**config.mk**
```make
export PLATFORM = sky130hd
export DESIGN_NAME = weyl_stream_decoder
export DESIGN_NICKNAME = d
export VERILOG_FILES = /design/src/rtl/weyl_stream_decoder.sv
export SDC_FILE = /design/constraint.sdc
export NUM_CORES = 1
export LEC_CHECK = 0
export BUFFER_PORTS_ARGS = -buffer_cell sky130_fd_sc_hd__buf_2
export CAP_MARGIN = 20
export CORE_AREA = 2 2 59 61
export CTS_CLUSTER_DIAMETER = 80
export DETAILED_ROUTE_END_ITERATION = 12
export DIE_AREA = 0 0 61 63
export PLACE_DENSITY = 0.53
export SLEW_MARGIN = 20
export SYNTH_ARGS = -nofsm -noshare
export SYNTH_HDL_FRONTEND = slang
export SYNTH_SLANG_ARGS = --single-unit
```
**constraint.sdc**
```tcl
create_clock -name clk -period 4.8 [get_ports clk]
set_input_delay 0.96 -clock clk [delete_from_list [all_inputs] [get_ports clk]]
set_output_delay 0.96 -clock clk [all_outputs]
set_load 0.02 [all_outputs]
```
**src/rtl/weyl_stream_decoder.sv**
```systemverilog
// rtl/weyl_stream_decoder.sv - Weyl-permuted stochastic bitstream decoder (frame popcount)
// Optional canonical-frame checker: define WEYL_DEC_CHECK_EN.
module weyl_stream_decoder #(
    parameter int BITSTREAM = 64,
    parameter int LANES     = 8,
    parameter int BASE      = 61,
    parameter int STRIDE    = 17
) (
    input  logic                        clk,
    input  logic                        rst,
    input  logic                        in_valid,
    output logic                        in_ready,
    input  logic [LANES-1:0]            in_data,
    output logic                        out_valid,
    input  logic                        out_ready,
    output logic [$clog2(BITSTREAM):0]  out_quota,
    output logic                        out_mismatch
);
    localparam int BEATS = BITSTREAM / LANES;
    localparam int QW    = $clog2(BITSTREAM) + 1;
    localparam int CW    = (BEATS > 1) ? $clog2(BEATS) : 1;
    localparam logic [CW-1:0] LAST_BEAT = CW'(BEATS - 1);

    typedef enum logic [1:0] {COLLECT, CHECK, HOLD} state_t;

    state_t        r_state;
    state_t        w_state_next;
    logic [CW-1:0] r_beat_cnt;
    logic [QW-1:0] r_acc;
    logic [QW-1:0] r_quota;
    logic [QW-1:0] w_beat_ones;
    logic          w_beat_xfer;
    logic          w_last_beat;

    if ((STRIDE % 2) == 0 || BASE < 0 || (BITSTREAM % LANES) != 0) begin : g_bad_params
        $error("weyl_stream_decoder: STRIDE must be odd, BASE >= 0, LANES must divide BITSTREAM");
    end

    function automatic logic [QW-1:0] popcount(input logic [LANES-1:0] d);
        logic [QW-1:0] n;
        n = '0;
        for (int i = 0; i < LANES; i++) n = n + QW'(d[i]);
        return n;
    endfunction

    always_comb begin
        w_beat_ones  = popcount(in_data);
        in_ready     = (r_state == COLLECT) && !rst;
        out_valid    = (r_state == HOLD);
        w_beat_xfer  = in_valid && in_ready;
        w_last_beat  = w_beat_xfer && (r_beat_cnt == LAST_BEAT);
        w_state_next = r_state;
        case (r_state)
            COLLECT: begin
                if (w_last_beat) begin
`ifdef WEYL_DEC_CHECK_EN
                    w_state_next = CHECK;
`else
                    w_state_next = HOLD;
`endif
                end
            end
            CHECK:   w_state_next = HOLD;
            HOLD:    if (out_ready) w_state_next = COLLECT;
            default: w_state_next = COLLECT;
        endcase
    end

    always_ff @(posedge clk) begin
        if (rst) begin
            r_state    <= COLLECT;
            r_beat_cnt <= '0;
            r_acc      <= '0;
            r_quota    <= '0;
        end else begin
            r_state <= w_state_next;
            if (w_beat_xfer) begin
                if (w_last_beat) begin
                    r_quota    <= r_acc + w_beat_ones;
                    r_acc      <= '0;
                    r_beat_cnt <= '0;
                end else begin
                    r_acc      <= r_acc + w_beat_ones;
                    r_beat_cnt <= r_beat_cnt + 1'b1;
                end
            end
        end
    end

    assign out_quota = r_quota;

`ifdef WEYL_DEC_CHECK_EN
    localparam int AW = $clog2(BITSTREAM);

    logic [BITSTREAM-1:0] r_frame;
    logic [BITSTREAM-1:0] w_expected;
    logic [AW-1:0]        w_idx;
    logic                 r_mismatch;

    // Canonical encoder output for the recovered quota: the first q Weyl positions are ones.
    always_comb begin
        w_expected = '0;
        w_idx      = '0;
        for (int i = 0; i < BITSTREAM; i++) begin
            w_idx             = AW'((BASE + i * STRIDE) % BITSTREAM);
            w_expected[w_idx] = (i < int'(r_quota));
        end
    end

    always_ff @(posedge clk) begin
        if (rst) begin
            r_frame    <= '0;
            r_mismatch <= 1'b0;
        end else begin
            if (w_beat_xfer) r_frame[r_beat_cnt * LANES +: LANES] <= in_data;
            if (r_state == CHECK) r_mismatch <= (r_frame != w_expected);
        end
    end

    assign out_mismatch = r_mismatch;
`else
    assign out_mismatch = 1'b0;
`endif
endmodule

```
; After elaboration in Yosys (flattened, before gate mapping)
; Index checks and enable logic that the tools add are counted.
[classes]
eq_ne = 5
reduce_logical = 7
add_sub_neg = 9
mux = 5
[ops]
columns = operator, count
row1 = 6-bit by 1-bit adder with 7-bit output, 1
row2 = 7-bit by 1-bit adder with 7-bit output, 1
row3 = 7-bit adder, 1
row4 = 7-bit two-way mux, 1
row5 = 5-bit by 1-bit adder with 6-bit output, 1
row6 = 2-bit case mux with 3 select lines, 1
row7 = 4-bit by 1-bit adder with 5-bit output, 1
row8 = 3-bit by 1-bit adder with 4-bit output, 1
row9 = 2-bit two-way mux, 2
row10 = 2-bit AND reduction, 2
row11 = 2-bit by 1-bit adder with 3-bit output, 1
row12 = 3-bit by 1-bit adder with 3-bit output (second input constant), 1
row13 = 3-bit equality test (second input constant), 1
row14 = 1-bit logical AND, 3
row15 = 3-bit two-way mux, 1
row16 = 1-bit by 1-bit adder with 2-bit output, 1
row17 = 2-bit by 1-bit equality test with 1-bit output (second input constant), 1
row18 = 2-bit equality test (second input constant), 1
row19 = 2-bit logical NOT, 1
row20 = 2-bit by 1-bit inequality test with 1-bit output (second input constant), 1
row21 = 2-bit inequality test (second input constant), 1
row22 = 1-bit logical NOT, 1
[word_totals]
register_bits = 19
output_inout_bits = 10
in_bits = 12
wordCells = 30

; Longest topological paths before layout
; Gate-level depths: netlist of run 1.
[depth]
ltp_word = 9
depth_mapped = 12

; Worst setup path before layout of run 1
; No wires, ideal clock.
[synth_timing]
kind = input port to flip-flop
startpoint = in in_data[0]
endpoint = reg r_acc[6]
cell_stages = 11
setup_time_ns = 0.074
required_time_ns = 4.726
slack_ns = 0.596
t_arrival_ns = 4.130
path_cell_list = fa_1 inv_1 fa_1 fa_1 fa_1 fa_1 inv_1 a21o_2 a41oi_1 or4_1 a31oi_1
[synth_via]
elab_chain_len = 9
[synth_lines]
columns = item, line
row1 = "start, declared", 13  ; input logic [LANES-1:0] in_data,
row2 = 1-bit by 1-bit adder with 2-bit output, 42  ; for (int i = 0; i < LANES; i++) n = n + QW'(d[i]);
row3 = 2-bit by 1-bit adder with 3-bit output, 42
row4 = 3-bit by 1-bit adder with 4-bit output, 42
row5 = 4-bit by 1-bit adder with 5-bit output, 42
row6 = 5-bit by 1-bit adder with 6-bit output, 42
row7 = 6-bit by 1-bit adder with 7-bit output, 42
row8 = 7-bit by 1-bit adder with 7-bit output, 42
row9 = 7-bit adder, 83  ; r_acc <= r_acc + w_beat_ones;
row10 = 7-bit two-way mux, 78  ; if (w_last_beat) begin
row11 = "end signal, assigned", 83
row12 = "end, declared", 29  ; logic [QW-1:0] r_acc;
; No other way between the ends.
; A chain may end at the register's enable or synchronous reset.

; Worst setup path in the final report of run 1
; Ends and elaborated chain as after synthesis.

==> impl_metrics.ini, run 1 <==
[route]
routed_wl_um = 1984
via_per_inst = 4.727
routedWlPerCell_um = 10.84
route.detailed.drc = 0
drtIter0Drc = 66
drtAntennaViolNets = 0
dr.pass1.iters = 3
vias = 865

[clock_network]
cts_tree = done
cts.sinks = 18
path_clk_slew_ps = 100
cts_root_buf = clkbuf_4
clk_latency_ps = 290
clk_path_buf_depth = 2
cts_setup_buffers = 0
post_cts_resized = 0
ctsHoldBuffers = 0
cts_made_buffers = 3
cts_max_level = 1

[timing]
fin_crit_sh_pct = 86.78
setup_viol = 0
fmax_mhz = 240.1
final.setup.tns_ps = 0
skew_ps = 2.223
slew_viol_final = 0
relSlewSlack_pct = 65.51
layout_min_cycle_time_ps = 4166
rsz0062_at_grt = false
whs_ps = 489.8
hold_viol = 0
worst_pin_slew_ps = 515.9

[final_layout]
area_growth_pct = 13.75
postLayoutCoreUtil_pct = 37.48
mostFrequentLayoutCell = buf_2
layout_common_cells = buf_2 (20), dfxtp_1 (18), inv_1 (12), a21oi_1 (12), nor2_1 (11)
drive_gt1_share_pct = 18.98
antenna_cells = 0
fin_nets = 164

[worst_setup_path]
crit_type = input port to register
worst_r2r_path_depth = 10
cp_common_cell = fa_1
arrival_ps = 4390
start_kind = input port
slowest_stage = fa_1
cp_data_required_time_ps = 5020
crit_chain = buf_2 -> fa_1 -> inv_1 -> fa_1 -> fa_1 -> fa_1 -> fa_1 -> inv_1 -> a21o_2 -> a41oi_1 -> or4_1 -> a31oi_1
end_kind = register
path_max_fanout = 3
slowest_delay_ps = 520

[die]
die_width_um = 61
die-area_sq_um = 3843
die_h_um = 63
io_pins = 22
core_area_sq_um = 3232
initial_core_util_pct = 32.95
rows = 21

[flow_run]
drv_cap = 0

[logic_synthesis]
synth-simple-area-share_pct = 22.21
synth-edff-count = 0
synth_top_cell_by_area = dfxtp_1
netlist_area_sq_um = 1065
synth.area.top_cells = dfxtp_1 (34%), fa_1 (9.4%), ha_1 (9.4%)
synth.top_cell.area_share_pct = 33.84
synth_fp_nets = 145
synth-compound-area-share_pct = 13.28
synth_cell_types = 32
ys_seq_area_share_pct = 33.84
async_reset_ff_share_pct = 0
yosys_warnings = 0
synth_top_family_by_area = simple AND/OR/NAND/NOR gates
synth.avg_cell_area_sq_um = 8.873
synth_cells = 120
ys.flop_type = dfxtp_1
synth-seq-cells = 18
synth-xor-area-share_pct = 4.113
synth_mux_area_share_pct = 0
synth_adder_area_share_pct = 18.80

[outcome]
status = finished, final reports clean

[placed_design]
gp_congestion = 0.7888
dp_hpwl_um = 1537
io_buffers = 20

[global_route]
grt-ovfl-total = 0
grt_start_max_net_pins = 20
grt_pass1_vias = 759
grt_antenna_before_repair = 0
grt_usage_pct = 11.24
grt_pass1_wl_um = 3312

[pwr]
vdd_drop_max_v = 0.0001769
powerDensity_nw_per_um2 = 295.7
total_power_w = 0.0003581
leakagePower_nw = 0.5534

[min_path]
hold_path_depth = 2
min_path_type = register to register
## layout make-up
type / instances / area (sq um)
Clock buffer: 3 / 22.52
Fill cell: 341 / 2021
Inverter: 12 / 45.04
Multi-Input combinational cell: 84 / 625.6
Sequential cell: 18 / 360.3
Tap cell: 46 / 57.56
Timing Repair Buffer: 20 / 100.1
## cell usage after synthesis (all sizes together), types with 3 or more instances
master	number
fa	5
nor2	12
a21oi	12
dfxtp	18
nand2	6
nor3	5
o21ai	6
clkbuf	4
ha	8
nand3b	7
xnor2	3
inv	12
## power by group
group | internal [W] | switching (W)
clock network | 0.0000292 | 0.0000447
logic | 0.0000554 | 0.0000666
registers | 0.000158 | 0.00000471
## sequential cells by signal, summed over array words and instances, names as in the netlist
signal,flops
out_quota,7
r_beat_cnt,3
r_state,1
r_acc,7
## path summary, 6_finish.rpt
path	startpoint	to	slack [ps]
hold / removal	out_quota[4]	out_quota[4]	490
setup / recovery	in_data[0]	r_acc[6]	630
hold reg to reg	out_quota[4]	out_quota[4]	490
setup reg to reg	r_acc[0]	r_acc[6]	1540
## routing by layer
metal  global-route usage, %  vias to the layer above  wire length [um]
met1                   14.32                      405               966
li1                        -                      441                 -
met3                   3.106                        2                61
met2                   18.55                       17               941
met5                       0                        -                 0
met4                   2.446                        0                14
## stage by stage
stage	worst slack (ps)	instance area, sq um	instances
3_3_place_gp	407.1	1189	180
2_1_floorplan	596.0	1065	120
3_5_place_dp	306.4	1189	180
5_1_grt	497.1	1211	183
6_report	634.5	1211	183
4_1_cts	616.0	1211	183
## worst max-delay path: cells and delay by family
| kind | cells | cell delay [ps] |
|---|---|---|
| adders and majority gates | 5 | 2300 |
| AOI/OAI and AO/OA | 3 | 470 |
| and+or+nand+nor | 1 | 430 |
| buffers and inverters | 3 | 230 |
## cell families (layout without fill, tap and decap cells)
logic type               after synthesis  count (layout)
XOR/XNOR                               5               5
AND/OR/NAND/NOR                       40              40
other                                  1               1
adder cells (fa/ha/maj)               13              13
flip-flops                            18              18
AO/OA/AOI/OAI                         25              25
buffers and inverters                 18              35
(Power assumes the default switching activity.)
==> run 2: changes to the inputs <==
--- a/config.mk
+++ b/config.mk
@@ -7,11 +7,11 @@
 export LEC_CHECK = 0
 export BUFFER_PORTS_ARGS = -buffer_cell sky130_fd_sc_hd__buf_2
 export CAP_MARGIN = 20
-export CORE_AREA = 2 2 59 61
+export CORE_AREA = 2 2 48 50
 export CTS_CLUSTER_DIAMETER = 80
 export DETAILED_ROUTE_END_ITERATION = 12
-export DIE_AREA = 0 0 61 63
-export PLACE_DENSITY = 0.53
+export DIE_AREA = 0 0 50 52
+export PLACE_DENSITY = 0.76
 export SLEW_MARGIN = 20
 export SYNTH_ARGS = -nofsm -noshare
 export SYNTH_HDL_FRONTEND = slang
==> run 2 against run 1 <==
Core utilization up 19 points. Combinational power hardly changed. Highest routed layer unchanged. Critical path type unchanged. Worst hold slack better by 1.5 ps. First-iteration DRC count down 74%.
==> impl_metrics.ini, run 2 (synthesis gave the netlist of run 1 again) <==
[clock_network]
clk_path_buf_depth = 2
cts_setup_buffers = 0
post_cts_resized = 0
path_clk_slew_ps = 90
cts.sinks = 18
cts_made_buffers = 3
cts_max_level = 1
clk_latency_ps = 290
cts_tree = done
ctsHoldBuffers = 0
cts_root_buf = clkbuf_4

[pwr]
power_frac_comb_pct = 33.9
powerDensity_nw_per_um2 = 301.1
power_frac_seq_pct = 45.5
p_switching_w = 0.0001168
switching_share_pct = 32.64
leakagePower_nw = 0.5534
vdd_drop_max_v = 0.0001597
p_int_w = 0.0002411
clock_power_share_pct = 20.5

[final_layout]
drive_gt1_share_pct = 18.98
mostFrequentLayoutCell = buf_2
area_growth_pct = 11.63
fin_nets = 164
layout_common_cells = buf_2 (20), dfxtp_1 (18), inv_1 (12), a21oi_1 (12), nor2_1 (11)
postLayoutCoreUtil_pct = 56.45
design_area_sq_um = 1189
antenna_cells = 0

[outcome]
status = finished, final reports clean

[timing]
final.setup.tns_ps = 0
fin_crit_sh_pct = 86.34
layout_min_cycle_time_ps = 4144
hold_viol = 0
slew_viol_final = 0
skew_ps = 0.8440
setup_viol = 0
setup_ws_ps = 655.8
fmax_mhz = 241.3
relSlewSlack_pct = 64.77
worst_pin_slew_ps = 527.0
rsz0062_at_grt = false

[die]
io_pins = 22
rows = 17
initial_core_util_pct = 50.56
die_width_um = 50
core_area_sq_um = 2106
die_h_um = 52
die-area_sq_um = 2600

[global_route]
grt-ovfl-total = 0
grt_pass1_wl_um = 3470
grt_pass1_vias = 829
grt-busiest-layer = met2
use_met3_pct = 1.724
met1_usage_pct = 21.82
grt_usage_pct = 17.62
grt_antenna_before_repair = 0
grt_start_max_net_pins = 20
grt_use_met2_pct = 29.39

[worst_setup_path]
start_kind = input port
crit_type = input port to register
arrival_ps = 4370
rrSetupSlack_ps = 1570
cp_data_required_time_ps = 5020
worst_r2r_path_depth = 10
reg2reg_to = r_acc[6]
r2r_start = r_acc[0]
end_kind = register
path_max_fanout = 3

[placed_design]
pre_cts_ws_ps = 329.5
dp_hpwl_um = 1431
io_buffers = 20
gp_congestion = 0.8206
dpl_cell_area_sq_um = 1166

[min_path]
hold_path_depth = 2
min_path_type = register to register
min_from = out_quota[6]
hold_path_end = out_quota[6]

[flow_run]
drv_cap = 0

[route]
dr.pass1.iters = 4
route.detailed.drc = 0
routed_wl_um = 1879
drtIter0Drc = 17
routedWlPerCell_um = 11.39
vias = 851
via_per_inst = 5.158
drtAntennaViolNets = 0
## run 2: cell counts in the layout (fill, tap and decap cells not counted)
No cell type changed its count.
## run 2: layout make-up
cell class	count	area [sq um]
multi-input combinational	84	625.6
fill	190	917.1
timing repair buffer	20	100.1
tap	28	35.03
sequential	18	360.3
inverter	12	45.04
clock buffer	3	22.52
## run 2: worst max path at each step
stage / startpoint / endpoint / slack (ps) / cells past startpoint
2_1_floorplan: in_data[0] / r_acc[6] / 600 / 11
3_3_place_gp: in_data[0] / r_acc[6] / 420 / 12
3_5_place_dp: in_data[0] / r_acc[6] / 330 / 12
4_1_cts: in_data[0] / r_acc[6] / 640 / 12
5_1_grt: in_data[0] / r_acc[6] / 510 / 12
6_report: in_data[0] / r_acc[6] / 660 / 12
## run 2: through the flow
stage	hold slack, ps	std cells	total power, W
floorplan	452.8	120	0.0002608
global placement	463.2	162	0.0002825
detailed placement	468.1	162	0.0002891
CTS	494.0	165	0.0003609
global route	528.6	165	0.0003892
finish	491.3	165	0.0003579
## run 2: layer usage
| layer | wire, um | part of all wire [%] | vias to the layer above |
|---|---|---|---|
| li1 | - | - | 441 |
| met1 | 881 | 47 | 380 |
| met2 | 854 | 45 | 25 |
| met5 | 0 | 0 | - |
| met4 | 52 | 2.8 | 0 |
| met3 | 90 | 4.8 | 5 |
## run 2: worst max-delay path, stage by stage
cell and delay (ps):
buf_2 110, fa_1 520, inv_1 50, fa_1 490, fa_1 420, fa_1 420
fa_1 420, inv_1 70, a21o_2 140, a41oi_1 170, or4_1 430, a31oi_1 160
## run 2: power groups by stage
stage	Sequential (W)	Clock [W]	Combinational [W]
after floorplan	0.000165	0	0.0000963
after global placement	0.000166	0	0.000117
after detailed placement	0.000166	0	0.000123
after CTS	0.000163	0.0000746	0.000124
after global routing	0.000163	0.0000832	0.000142
final	0.000163	0.0000734	0.000121
==> run 3: changes to the inputs <==
--- a/config.mk
+++ b/config.mk
@@ -8,6 +8,7 @@
 export BUFFER_PORTS_ARGS = -buffer_cell sky130_fd_sc_hd__buf_2
 export CAP_MARGIN = 20
 export CORE_AREA = 2 2 48 50
+export CTS_BUF_LIST = sky130_fd_sc_hd__clkbuf_16
 export CTS_CLUSTER_DIAMETER = 80
 export DETAILED_ROUTE_END_ITERATION = 12
 export DIE_AREA = 0 0 50 52
==> run 3 against run 2 <==
Largest power group unchanged. Worst setup slack got worse by 71 ps. Count of clock-buffer cells in the layout did not move. Die area did not move. Via count fell by 1.2%. Clock skew rose by 1.5 ps. Final cell count did not move.
==> impl_metrics.ini, run 3 (synthesis gave the netlist of run 1 again) <==
[outcome]
status = finished, final reports clean

[final_layout]
fin_nets = 164
fillers = 183
layout_common_cells = buf_2 (20), dfxtp_1 (18), inv_1 (12), a21oi_1 (12), nor2_1 (11)
antenna_cells = 0
drive_gt1_share_pct = 18.98
fin_cells = 165
area_growth_pct = 16.57
postLayoutCoreUtil_pct = 58.94
mostFrequentLayoutCell = buf_2

[clock_network]
ctsHoldBuffers = 0
cts_made_buffers = 3
cts_setup_buffers = 0
cts_root_buf = clkbuf_16
post_cts_resized = 0
cts.sinks = 18
cts_max_level = 1
path_clk_slew_ps = 50
clk_latency_ps = 250
cts_tree = done
clk_path_buf_depth = 2

[timing]
setup_ws_ps = 585.1
slew_viol_final = 0
layout_min_cycle_time_ps = 4215
worst_pin_slew_ps = 528.6
fin_crit_sh_pct = 87.81
fmax_mhz = 237.3
setup_viol = 0
relSlewSlack_pct = 64.66
final.setup.tns_ps = 0
hold_viol = 0
rsz0062_at_grt = false
skew_ps = 2.383

[die]
core_area_sq_um = 2106
rows = 17
die_width_um = 50
die-area_sq_um = 2600
io_pins = 22
die_h_um = 52
initial_core_util_pct = 50.56

[route]
route.detailed.drc = 0
drtIter0Drc = 20
routedWlPerCell_um = 11.44
dr.pass1.iters = 4
vias = 841
routed_wl_um = 1887
via_per_inst = 5.097
drtAntennaViolNets = 0

[placed_design]
io_buffers = 20
dp_hpwl_um = 1431
placed_cells = 162
pre_cts_ws_ps = 329.5
gp_congestion = 0.8206

[worst_setup_path]
cp_data_required_time_ps = 4970
slowest_delay_ps = 520
critPathTopFamily = adder cells
path_max_fanout = 3
crit_chain = buf_2 -> fa_1 -> inv_1 -> fa_1 -> fa_1 -> fa_1 -> fa_1 -> inv_1 -> a21o_2 -> a41oi_1 -> or4_1 -> a31oi_1
r2r_start = r_acc[0]
arrival_ps = 4390
slowest_stage = fa_1
cp_common_cell = fa_1
worstSetupStartpoint = in_data[0]
end_kind = register
start_kind = input port
crit_buf_inv = 3
crit_type = input port to register

[flow_run]
drv_cap = 0

[global_route]
grt_pass1_vias = 832
grt_start_max_net_pins = 20
grt-ovfl-total = 0
grt_pass1_wl_um = 3491
grt_antenna_before_repair = 0
grt_usage_pct = 17.80

[pwr]
powerDensity_nw_per_um2 = 360.4
leakagePower_nw = 0.5765
vdd_drop_max_v = 0.0001785

[min_path]
min_from = out_quota[6]
min_path_type = register to register
-- run 3: worst min-delay path, stage by stage, from the launching register on --
cell and delay, ps:
dfxtp_1 320, nand3b_1 70, o21ai_0 60
-- run 3: where the power goes --
group / internal, W / switching (W) / total (W)
combinational: 0.0000543 / 0.0000677 / 0.000122
sequential: 0.000158 / 0.00000526 / 0.000163
clock: 0.000109 / 0.0000524 / 0.000162
-- run 3: final timing paths --
check,cells after the start,slack [ps],end
setup / recovery,12,590,r_acc[6]
hold / removal,2,480,out_quota[6]
setup reg to reg,10,1560,r_acc[6]
hold reg to reg,2,480,out_quota[6]
-- run 3: metrics by stage --
| step | cell area (sq um) | hold WS (ps) | total power, W |
|---|---|---|---|
| 4_1_cts | 1241 | 483.2 | 0.0004515 |
| 2_1_floorplan | 1065 | 452.8 | 0.0002608 |
| 3_5_place_dp | 1166 | 468.1 | 0.0002891 |
| 6_report | 1241 | 481.6 | 0.0004473 |
| 3_3_place_gp | 1166 | 463.2 | 0.0002825 |
| 5_1_grt | 1241 | 520.0 | 0.0004770 |
-- run 3: area by class of cell --
cell class,count,area [sq um],area share [%]
Timing Repair Buffer,20,100.1,8.065
Inverter,12,45.04,3.629
Tap cell,28,35.03,2.823
Clock buffer,3,75.07,6.048
Sequential cell,18,360.3,29.03
Multi-Input combinational cell,84,625.6,50.40
-- run 3: routing by layer --
layer / part of all wire (%) / routed length, um / GRT usage [%]
met4: 2.7 / 51 / 12.50
met3: 3.8 / 72 / 1.724
met5: 0 / 0 / 0
met1: 45 / 856 / 21.45
met2: 48 / 908 / 29.82
